File: config.mk
export PLATFORM = sky130hd
export DESIGN_NAME = prog_sequencer
export DESIGN_NICKNAME = d
export VERILOG_FILES = /design/src/rtl/prog_sequencer.sv
export SDC_FILE = /design/constraint.sdc
export NUM_CORES = 1
export LEC_CHECK = 0
export ABC_AREA = 1
export BUFFER_PORTS_ARGS = -buffer_cell sky130_fd_sc_hd__buf_4
export CAP_MARGIN = 10
export CORE_MARGIN = 4
export CORE_UTILIZATION = 35
export DETAILED_ROUTE_END_ITERATION = 6
export GPL_TIMING_DRIVEN = 0
export HOLD_SLACK_MARGIN = 0.06
export PLACE_DENSITY_LB_ADDON = 0.3
export REMOVE_ABC_BUFFERS = 1
export SYNTH_ARGS = -nofsm -noshare
export SYNTH_HDL_FRONTEND = slang
export SYNTH_SLANG_ARGS = --single-unit
File: constraint.sdc
create_clock -name CLK -period 3.8 [get_ports CLK]
set_input_delay 1.14 -clock CLK [delete_from_list [all_inputs] [get_ports CLK]]
set_output_delay 1.14 -clock CLK [all_outputs]
set_load 0.02 [all_outputs]
File: src/rtl/prog_sequencer.sv
// prog_sequencer
//   Run-level scheduler for the processor core. Sequences NPROG programs
//   back-to-back: for each one the core is held in init for INIT_CYC cycles
//   with its start PC presented, then released until it raises halt or the
//   per-program TIMEOUT expires. The number of RUN cycles with halt low is
//   recorded per program, along with a timeout flag.
//
// Ports
//   CLK            clock, rising edge
//   reset_n        asynchronous active-low reset
//   go             start request, honoured in IDLE or DONE
//   abort          synchronous abort back to IDLE, keeps recorded results
//   prog_base      start-PC table, entry i at [i*PCW +: PCW]
//   core_halt      halt flag from the core
//   core_init      init/PC-load to the core (high outside RUN)
//   core_start_pc  start PC of the current program
//   busy           high in INIT, RUN and NEXT
//   done           high in DONE
//   prog_idx       program being or last sequenced
//   rd_sel         result read select
//   rd_cycles      recorded cycle count of program rd_sel (0 if out of range)
//   tmo_flags      bit i set when program i timed out
module prog_sequencer #(
  parameter int NPROG    = 3,
  parameter int PCW      = 10,
  parameter int CTW      = 16,
  parameter int INIT_CYC = 2,
  parameter int TIMEOUT  = 16'hFFFF
) (
  input  logic                  CLK,
  input  logic                  reset_n,
  input  logic                  go,
  input  logic                  abort,
  input  logic [NPROG*PCW-1:0]  prog_base,
  input  logic                  core_halt,
  output logic                  core_init,
  output logic [PCW-1:0]        core_start_pc,
  output logic                  busy,
  output logic                  done,
  output logic [1:0]            prog_idx,
  input  logic [1:0]            rd_sel,
  output logic [CTW-1:0]        rd_cycles,
  output logic [NPROG-1:0]      tmo_flags
);

  localparam int IW = (INIT_CYC > 1) ? $clog2(INIT_CYC) : 1;
  localparam logic [IW-1:0]  INIT_LAST = IW'(INIT_CYC - 1);
  localparam logic [CTW-1:0] CNT_LAST  = CTW'(TIMEOUT - 1);
  localparam logic [CTW-1:0] CNT_TMO   = CTW'(TIMEOUT);
  localparam logic [1:0]     IDX_LAST  = 2'(NPROG - 1);

  typedef enum logic [2:0] {
    S_IDLE,
    S_INIT,
    S_RUN,
    S_NEXT,
    S_DONE
  } state_t;

  state_t         state;
  logic [CTW-1:0] count;
  logic [IW-1:0]  init_cnt;
  logic [CTW-1:0] cycles [NPROG];

  // Start-PC table lookup, written as a loop so the index never
  // addresses past the end of the table.
  function automatic logic [PCW-1:0] base_pc(input logic [1:0] idx);
    logic [PCW-1:0] pc;
    pc = '0;
    for (int i = 0; i < NPROG; i++) begin
      if (idx == 2'(i)) pc = prog_base[i*PCW +: PCW];
    end
    return pc;
  endfunction

  always_ff @(posedge CLK or negedge reset_n) begin
    if (!reset_n) begin
      state         <= S_IDLE;
      core_init     <= 1'b1;
      core_start_pc <= '0;
      busy          <= 1'b0;
      done          <= 1'b0;
      prog_idx      <= '0;
      count         <= '0;
      init_cnt      <= '0;
      tmo_flags     <= '0;
      for (int i = 0; i < NPROG; i++) cycles[i] <= '0;
    end else if (abort) begin
      // Abort wins over every transition, including a simultaneous go.
      // Results recorded so far are deliberately kept.
      state     <= S_IDLE;
      core_init <= 1'b1;
      busy      <= 1'b0;
      done      <= 1'b0;
      prog_idx  <= '0;
      count     <= '0;
      init_cnt  <= '0;
    end else begin
      case (state)
        S_IDLE, S_DONE: begin
          if (go) begin
            state         <= S_INIT;
            core_init     <= 1'b1;
            busy          <= 1'b1;
            done          <= 1'b0;
            prog_idx      <= '0;
            core_start_pc <= base_pc(2'd0);
            count         <= '0;
            init_cnt      <= '0;
            tmo_flags     <= '0;
            for (int i = 0; i < NPROG; i++) cycles[i] <= '0;
          end
        end

        S_INIT: begin
          // core_halt is ignored while the core is held in init.
          if (init_cnt == INIT_LAST) begin
            state     <= S_RUN;
            core_init <= 1'b0;
          end else begin
            init_cnt <= init_cnt + 1'b1;
          end
        end

        S_RUN: begin
          // Halt takes priority over the timeout, so a halt on the last
          // allowed cycle records TIMEOUT-1 without the flag.
          if (core_halt) begin
            cycles[prog_idx] <= count;
            state            <= S_NEXT;
            core_init        <= 1'b1;
          end else if (count == CNT_LAST) begin
            cycles[prog_idx]    <= CNT_TMO;
            tmo_flags[prog_idx] <= 1'b1;
            state               <= S_NEXT;
            core_init           <= 1'b1;
          end else begin
            count <= count + 1'b1;
          end
        end

        S_NEXT: begin
          if (prog_idx == IDX_LAST) begin
            state <= S_DONE;
            busy  <= 1'b0;
            done  <= 1'b1;
          end else begin
            state         <= S_INIT;
            prog_idx      <= prog_idx + 2'd1;
            core_start_pc <= base_pc(prog_idx + 2'd1);
            count         <= '0;
            init_cnt      <= '0;
          end
        end

        default: begin
          state     <= S_IDLE;
          core_init <= 1'b1;
          busy      <= 1'b0;
          done      <= 1'b0;
        end
      endcase
    end
  end

  // Combinational result read; out-of-range selects return zero.
  always_comb begin
    rd_cycles = '0;
    for (int i = 0; i < NPROG; i++) begin
      if (rd_sel == 2'(i)) rd_cycles = cycles[i];
    end
  end

endmodule

=== Yosys cells after proc, flatten, opt, wreduce, memory -nomap -nowiden ===
Index checks and enable logic that the tools add are counted.

* Register bits after elaboration: 86
* Bits of input ports: 37
* Output and inout bits: 34
* Word-level logic and storage cells: 124

* Add/sub/neg operators: 3
* Magnitude comparators: 4
* Equality and inequality tests: 24
* Mux-type cells: 56
* Bitwise operators: 4
* Reductions and logical operators: 21

{| class="wikitable"
|+ Operators with widths
! kind !! number
|-
| 2-to-1 mux 16 bit || 9
|-
| 2-to-1 mux 48 bit || 3
|-
| case mux 48 bit (2 select lines) || 1
|-
| 2-to-1 mux 10 bit || 5
|-
| bitwise mux 48 bit || 1
|-
| bitwise OR 48 bit || 1
|-
| case mux 16 bit (3 select lines) || 1
|-
| demux 16 bit (select 2 bit) || 1
|-
| 2-to-1 mux 3 bit || 9
|-
| != test 3 bit (second input constant) || 7
|-
| case mux 10 bit (2 select lines) || 1
|-
| adder 16 x 1 -> 16 bit (second input constant) || 1
|-
| equality test 16 bit (second input constant) || 1
|-
| 2-to-1 mux 1 bit || 14
|-
| case mux 3 bit (4 select lines) || 1
|-
| AND reduction 3 bit || 4
|-
| AND reduction 4 bit || 3
|-
| != test 2 bit (second input constant) || 5
|-
| AND reduction 5 bit || 2
|-
| case mux 1 bit (3 select lines) || 3
|-
| nonzero test 4 bit || 2
|-
| equality test 2 bit (second input constant) || 3
|-
| equality test 3 x 2 -> 1 bit (second input constant) || 2
|-
| 2-to-1 mux 2 bit || 3
|-
| other kinds (24) || 29
|}

=== Longest topological paths before layout ===
Gate-level depths: netlist of run 1.

* Depth after elaboration: 9
* Gate-level depth with buffers: 11

=== Worst setup path before layout of run 1 ===
OpenSTA, ideal clock, no wires.

* Kind: input port to output port
* Start: input port rd_sel[1]
* End: output port rd_cycles[10]
* Arrival: 1.948 ns
* Slack: 0.712 ns
* Cell stages on the path: 4
* Path buffers: 1
* Path through: nor2_1 clkbuf_1 nand2_1 o221ai_1

* Word-level cells in the longest chain between the ends: 4
* Elaborated cells on any way between the ends: 6

{| class="wikitable"
|+ RTL lines
! what !! RTL line !! source
|-
| start, declared || 41 || <nowiki>input logic [1:0] rd_sel,</nowiki>
|-
| logical NOT 2 bit || 170 || <nowiki>if (rd_sel == 2'(i)) rd_cycles = cycles[i];</nowiki>
|-
| 2-to-1 mux 16 bit (2 in a row) || 170 ||
|-
| 2-to-1 mux 16 bit (*) || 170 ||
|-
| end, declared || 42 || <nowiki>output logic [CTW-1:0] rd_cycles,</nowiki>
|}

Mark *: on every way between the ends. The rest lies on a longest branch, timed or not.

=== Final worst setup path of run 1 ===
* Start: input port rd_sel[1]
* End: output port rd_cycles[0]

Same word-level chain as after synthesis.

==> results of run 1 <==
## cell families (layout without fill, tap and decap cells)
logic type	Yosys count	in the layout
AND/OR/NAND/NOR	286	286
AO/OA/AOI/OAI	191	191
buffers and inverters	122	176
flip-flops	86	86
XOR/XNOR	11	11
adder cells (fa/ha/maj)	6	6
## worst max-delay path by stage
stage                     startpoint           end  slack, ps  cells past startpoint
after global placement     rd_sel[1]  rd_cycles[0]        -60                      5
after floorplan            rd_sel[1]  rd_cycles[0]        710                      3
final                      rd_sel[1]  rd_cycles[0]        240                      5
after global routing       rd_sel[1]  rd_cycles[1]        180                      5
after detailed placement   rd_sel[1]  rd_cycles[1]        270                      5
after CTS                  rd_sel[1]  rd_cycles[1]        270                      5
## worst max-delay path, cell delays in order
cell	delay, ps
buf_4	110
inv_1	60
nand2_1	430
o221ai_1	460
buf_4	210
## registers in the layout (all words and copies together) (netlist names)
name,cells
cycles,48
count,16
core_start_pc,10
state,3
tmo_flags,3
prog_idx,2
busy,1
core_init,1
done,1
init_cnt,1
## power groups by stage
stage / Clock (mW) / Combinational [mW] / Sequential, mW
floorplan: 0 / 0.865 / 1.29
global placement: 0 / 1.39 / 1.21
detailed placement: 0 / 1.39 / 1.22
CTS: 0.932 / 1.40 / 1.20
global route: 0.969 / 1.56 / 1.23
finish: 0.900 / 1.38 / 1.20
## final cells by class
cell class	instances	area (µm²)	area share, %
sequential	86	2150	34.2
multi-input combinational	494	2710	43.0
tap	188	235	3.74
inverter	89	334	5.31
clock inverter	5	60.1	0.955
timing repair buffer	72	561	8.91
clock buffer	10	239	3.80
## through the flow
stage | std cells | power, mW | instance area, µm² | hold WS (ps) | setup slack (ps)
2_1_floorplan | 669 | 2.15 | 5190 | 455 | 709
3_3_place_gp | 927 | 2.60 | 5950 | 457 | -63.2
6_report | 944 | 3.49 | 6290 | 468 | 239
5_1_grt | 944 | 3.75 | 6290 | 491 | 182
3_5_place_dp | 928 | 2.61 | 5960 | 461 | 273
4_1_cts | 943 | 3.53 | 6260 | 473 | 266
## metal layers
layer	share of wire (%)	wire length [µm]
met2	44	5910
met5	0	0
met1	49	6480
met3	5.6	741
met4	1.3	167
## cell usage in the layout (no fill, tap or decap), drive strengths merged, types with 3 or more instances in the layout
master	n
inv	89
nand3	18
buf	72
nor2	30
nand4	3
o21ai	142
nand2	230
o221ai	16
o21a	5
dfrtp	85
clkbuf	10
nor3	4
a21oi	27
ha	6
xor2	11
clkinv	3
==> impl_metrics.csv, run 1 <==
group,metric,value,unit
die,start_util,35.6,%
detailed_routing,wl_per_cell,14.1,µm
die,die-area,17500,µm²
yosys,synth.ff_latch_count,86,
clock_tree,cts_tree,"done",
layout,drive_gt1_share,26.9,%
layout,fin_util,41.5,%
layout,fin_nets,795,
min_path,hold_class,"reg2reg",
yosys,yosysTopAreaCellShare,39.4,%
critical_path,critical_path_arrival,2420,ps
sta,skew,11.3,ps
clock_tree,clk_latency,350,ps
yosys,ys.warnings.count,0,
yosys,synthMuxAreaShare,0,%
critical_path,r2r-end,"core_start_pc[3]",
detailed_routing,ant_nets,0,
yosys,synth_xor_area_share,1.79,%
layout,syn2layout_area_growth,16.6,%
die,die_x,132,µm
yosys,synth_flop_cell,"dfrtp_1",
global_routing,grtUsageMet2,25.0,%
sta,period_needed,3560,ps
detailed_routing,first_pass_iters,5,
yosys,yosys-top-cells-count,"181 x nand2_1, 85 x dfrtp_1, 84 x inv_1",
placed_design,hpwlAfterDp,8800,µm
sta,rsz0062_at_grt,"no",
die,rows,45,
die,coreArea,15100,µm²
clock_tree,cts_root_buffer,"clkbuf_16",
clock_tree,clk_path_buf_depth,2,
power_and_ir_drop,power.density,554,nW/µm²
yosys,synth_compound_area_share,22.8,%
min_path,min_path_cells,2,
clock_tree,cts_buffers,9,
critical_path,required,2660,ps
global_routing,met3_usage,3.78,%
power_and_ir_drop,internal_power,2.03,mW
global_routing,grt_pass1_vias,4505,
layout,fillers,1554,
yosys,synth_area_leaders,"dfrtp_1 39%, nand2_1 13%, o21ai_2 7.8%, o21ai_0 6.6%, inv_1 5.8%",
clock_tree,hold_buffers,0,
power_and_ir_drop,ir_drop,0.327,mV
yosys,synth_enable_flop_cells,0,
detailed_routing,drtIter0Drc,219,
global_routing,grt_max_degree,87,
die,ioPinCount,71,
yosys,synth_top_family_by_area,"simple AND/OR/NAND/NOR gates",
power_and_ir_drop,cellLeakagePower,2.70,nW
power_and_ir_drop,seqPwrFrac,34.5,%
critical_path,r2r-start,"prog_idx[0]",
yosys,synthArstFlopShare,100,%
detailed_routing,via_per_inst,4.92,
yosys,synth_cells,702,
sta,tightest_slew,1020,ps
sta,fmax,281,MHz
sta,fin_setup_tns,0,ps
detailed_routing,via_count,4647,
critical_path,regToRegSetupSlack,1110,ps
yosys,yosysSeqAreaShare,39.9,%
yosys,synthesis.area,5390,µm²
clock_tree,cts.sinks,86,
power_and_ir_drop,swShare,41.7,%
critical_path,crit_type,"in2out",
power_and_ir_drop,combinationalPowerShare,39.7,%
min_path,min_to,"core_init",
min_path,min_from,"core_init",
sta,drv_slew,0,
global_routing,grt_usage,15.9,%
global_routing,grt-ovfl-total,0,
run,drv_cap,0,
yosys,syn_avg_cell_area,7.68,µm²
yosys,synth_fa_ha_area_share,1.39,%
critical_path,reg2regPathDepth,8,
global_routing,grt_pass1_wl,22900,µm
sta,hold_viol,0,
yosys,yosys.area.top_type,"dfrtp_1",
critical_path,start_kind,"input pin",
sta,period_share,93.7,%
power_and_ir_drop,p_switching,1.45,mW
critical_path,crit_path_max_fanout,16,
global_routing,busiest_layer,"met2",
clock_tree,ctsResizeCount,0,
clock_tree,post_cts_buffers,0,
detailed_routing,drcViolationCount,0,
yosys,yosysMostFrequentCell,"nand2_1",
clock_tree,clkTransAtPathRegs,60,ps
sta,setup_viol,0,
placed_design,numPortBuffers,70,
yosys,synth-simple-area-share,24.1,%
global_routing,antenna_found_initial,0,
global_routing,grt.met1_usage,21.7,%
die,fp.dieH,132,µm
sta,maxSlewHeadroom,32.2,%
yosys,ys_types,30,
layout,diodes,0,
placed_design,place.gp.congestion,0.828,
clock_tree,cts_max_level,3,
critical_path,end_kind,"output pin",
detailed_routing,wirelength,13300,µm
outcome,status,"finished clean",
power_and_ir_drop,clock_power_share,25.8,%
Power figures use the tool's default switching activity.
==> run 2: changes to the inputs <==
--- a/config.mk
+++ b/config.mk
@@ -6,14 +6,14 @@
 export NUM_CORES = 1
 export LEC_CHECK = 0
 export ABC_AREA = 1
-export BUFFER_PORTS_ARGS = -buffer_cell sky130_fd_sc_hd__buf_4
 export CAP_MARGIN = 10
 export CORE_MARGIN = 4
 export CORE_UTILIZATION = 35
 export DETAILED_ROUTE_END_ITERATION = 6
+export DONT_BUFFER_PORTS = 1
 export GPL_TIMING_DRIVEN = 0
 export HOLD_SLACK_MARGIN = 0.06
-export PLACE_DENSITY_LB_ADDON = 0.3
+export PLACE_DENSITY = 0.49
 export REMOVE_ABC_BUFFERS = 1
 export SYNTH_ARGS = -nofsm -noshare
 export SYNTH_HDL_FRONTEND = slang
==> run 2 against run 1 <==
Critical path depth decreased by 2. Utilization is 3.9 points lower. First-iteration DRC count up 10%. Total power decreased by 7.3%. Sequential share of layout area is 3.5 points higher. Sequential cell count stayed put. Sequential power increased by 8%. Register-to-register slack lost 190 ps. Global-route usage grew 0.57 points. Non-clock buffer count decreased by 70. Design area shrank 9.4%. Wire length is 4.8% higher. Largest cell class unchanged. Largest power group is now registers. Highest routed layer unchanged.
==> impl_metrics.csv, run 2 (same netlist as run 1, synthesis figures left out) <==
group,metric,value,unit
layout,reg_top3,"cycles (48), count (16), core_start_pc (10)",
sta,worst_slack,277,ps
sta,tightest_slew,1040,ps
die,ioPinCount,71,
critical_path,regToRegSetupSlack,920,ps
sta,skew,6.34,ps
die,die_x,132,µm
power_and_ir_drop,finalPower,3.23,mW
placed_design,placed_cell_area,5440,µm²
global_routing,grt_max_degree,87,
placed_design,place.gp.congestion,0.843,
clock_tree,ctsResizeCount,0,
outcome,status,"finished clean",
die,coreArea,15100,µm²
layout,diodes,0,
global_routing,grt-ovfl-total,0,
die,start_util,35.6,%
power_and_ir_drop,cellLeakagePower,2.32,nW
clock_tree,cts_tree,"done",
critical_path,r2r-end,"core_start_pc[3]",
clock_tree,cts_buffers,9,
layout,syn2layout_area_growth,5.66,%
layout,largest_register_ffs,48,
layout,drive_gt1_share,18.8,%
clock_tree,clkTransAtPathRegs,60,ps
die,rows,45,
critical_path,required,2660,ps
critical_path,path_cells,"inv_1 > nand2_1 > o221ai_1",
power_and_ir_drop,ir_drop,0.232,mV
detailed_routing,drtIter0Drc,241,
placed_design,dp_slack,304,ps
layout,fillers,1538,
clock_tree,cts.sinks,86,
die,fp.dieH,132,µm
global_routing,grt_usage,16.5,%
sta,maxSlewHeadroom,30.6,%
critical_path,critPathMaxStageDelay,730,ps
clock_tree,cts_root_buffer,"clkbuf_16",
placed_design,hpwlAfterDp,9120,µm
sta,setup_viol,0,
layout,fin_util,37.6,%
critical_path,start_kind,"input pin",
clock_tree,post_cts_buffers,0,
clock_tree,cts_max_level,3,
detailed_routing,via_count,4527,
detailed_routing,wl_per_cell,16.0,µm
sta,fin_setup_tns,0,ps
critical_path,cp_slowest_cell,"o221ai_1",
sta,rsz0062_at_grt,"no",
sta,fmax,284,MHz
power_and_ir_drop,power.density,567,nW/µm²
layout,layout_common_cells,"181 x nand2_1, 85 x dfrtp_1, 84 x inv_1",
placed_design,numPortBuffers,0,
critical_path,crit_type,"in2out",
layout,fin_nets,725,
detailed_routing,first_pass_iters,5,
global_routing,grt_pass1_wl,23400,µm
critical_path,crit_path_max_fanout,16,
critical_path,critical_path_arrival,2380,ps
min_path,hold_class,"in2async",
layout,layout.cell_area.non_filler,5700,µm²
sta,drv_slew,0,
clock_tree,hold_buffers,0,
critical_path,end_kind,"output pin",
die,die-area,17500,µm²
run,drv_cap,0,
detailed_routing,drcViolationCount,0,
sta,period_needed,3520,ps
sta,hold_viol,0,
critical_path,r2r-start,"prog_idx[0]",
sta,period_share,92.7,%
detailed_routing,ant_nets,0,
clock_tree,clk_path_buf_depth,2,
detailed_routing,via_per_inst,5.19,
layout,largest-register,"cycles",
clock_tree,clk_latency,340,ps
global_routing,grt_pass1_vias,4450,
global_routing,antenna_found_initial,0,
detailed_routing,wirelength,13900,µm
critical_path,reg2regPathDepth,8,
layout,layout_commonest_cell,"nand2_1",
[run 2: cell types whose count changed in the layout (fill, tap and decap cells not counted), sizes merged]
cell / change
clkbuf: +2
buf: -70
bufinv: -1
clkinv: -1
clkinvlp: -1
[run 2: worst max-delay path by stage]
stage | from | end | cells past startpoint | slack (ps)
after floorplan | rd_sel[1] | rd_cycles[0] | 3 | 710
after global placement | rd_sel[1] | rd_cycles[7] | 3 | 120
after detailed placement | rd_sel[1] | rd_cycles[15] | 3 | 300
after CTS | rd_sel[1] | rd_cycles[15] | 3 | 300
after global routing | rd_sel[1] | rd_cycles[2] | 3 | 230
final | rd_sel[1] | rd_cycles[15] | 3 | 280
[run 2: report_power, final]
group	switching (mW)	total, mW	internal (mW)	leakage, nW
registers	0.219	1.30	1.08	1.17
logic	0.823	1.12	0.296	1.02
clock network	0.357	0.809	0.452	0.128
total	1.40	3.23	1.83	2.32
[run 2: critical path, delay by kind of cell]
| kind | cells | cell delay, ps |
|---|---|---|
| buffers and inverters | 1 | 50 |
| AND/OR/NAND/NOR | 1 | 460 |
| AO/OA/AOI/OAI | 1 | 730 |
[run 2: metal layers]
metal  track usage (%)  routed length [µm]  vias up
met2              26.4                6440      114
met5                 0                   0        -
li1                  -                   -     2222
met1              22.0                6530     2174
met3              4.12                 736       17
met4              5.19                 230        0
[run 2: final cells by class]
class	instances	area, µm²	area share, %
clock buffers	12	246	4.32
clock inverters	2	10.0	0.176
inverters	89	334	5.86
multi-input cells	494	2700	47.4
flip-flops and latches	86	2150	37.8
well taps	188	235	4.13
repair buffers	2	18.8	0.329
[run 2: through the flow]
stage                     hold slack [ps]  std cells
after CTS                             468        873
final                                 488        873
after detailed placement              474        859
after global routing                  467        873
after floorplan                       455        669
after global placement                466        857
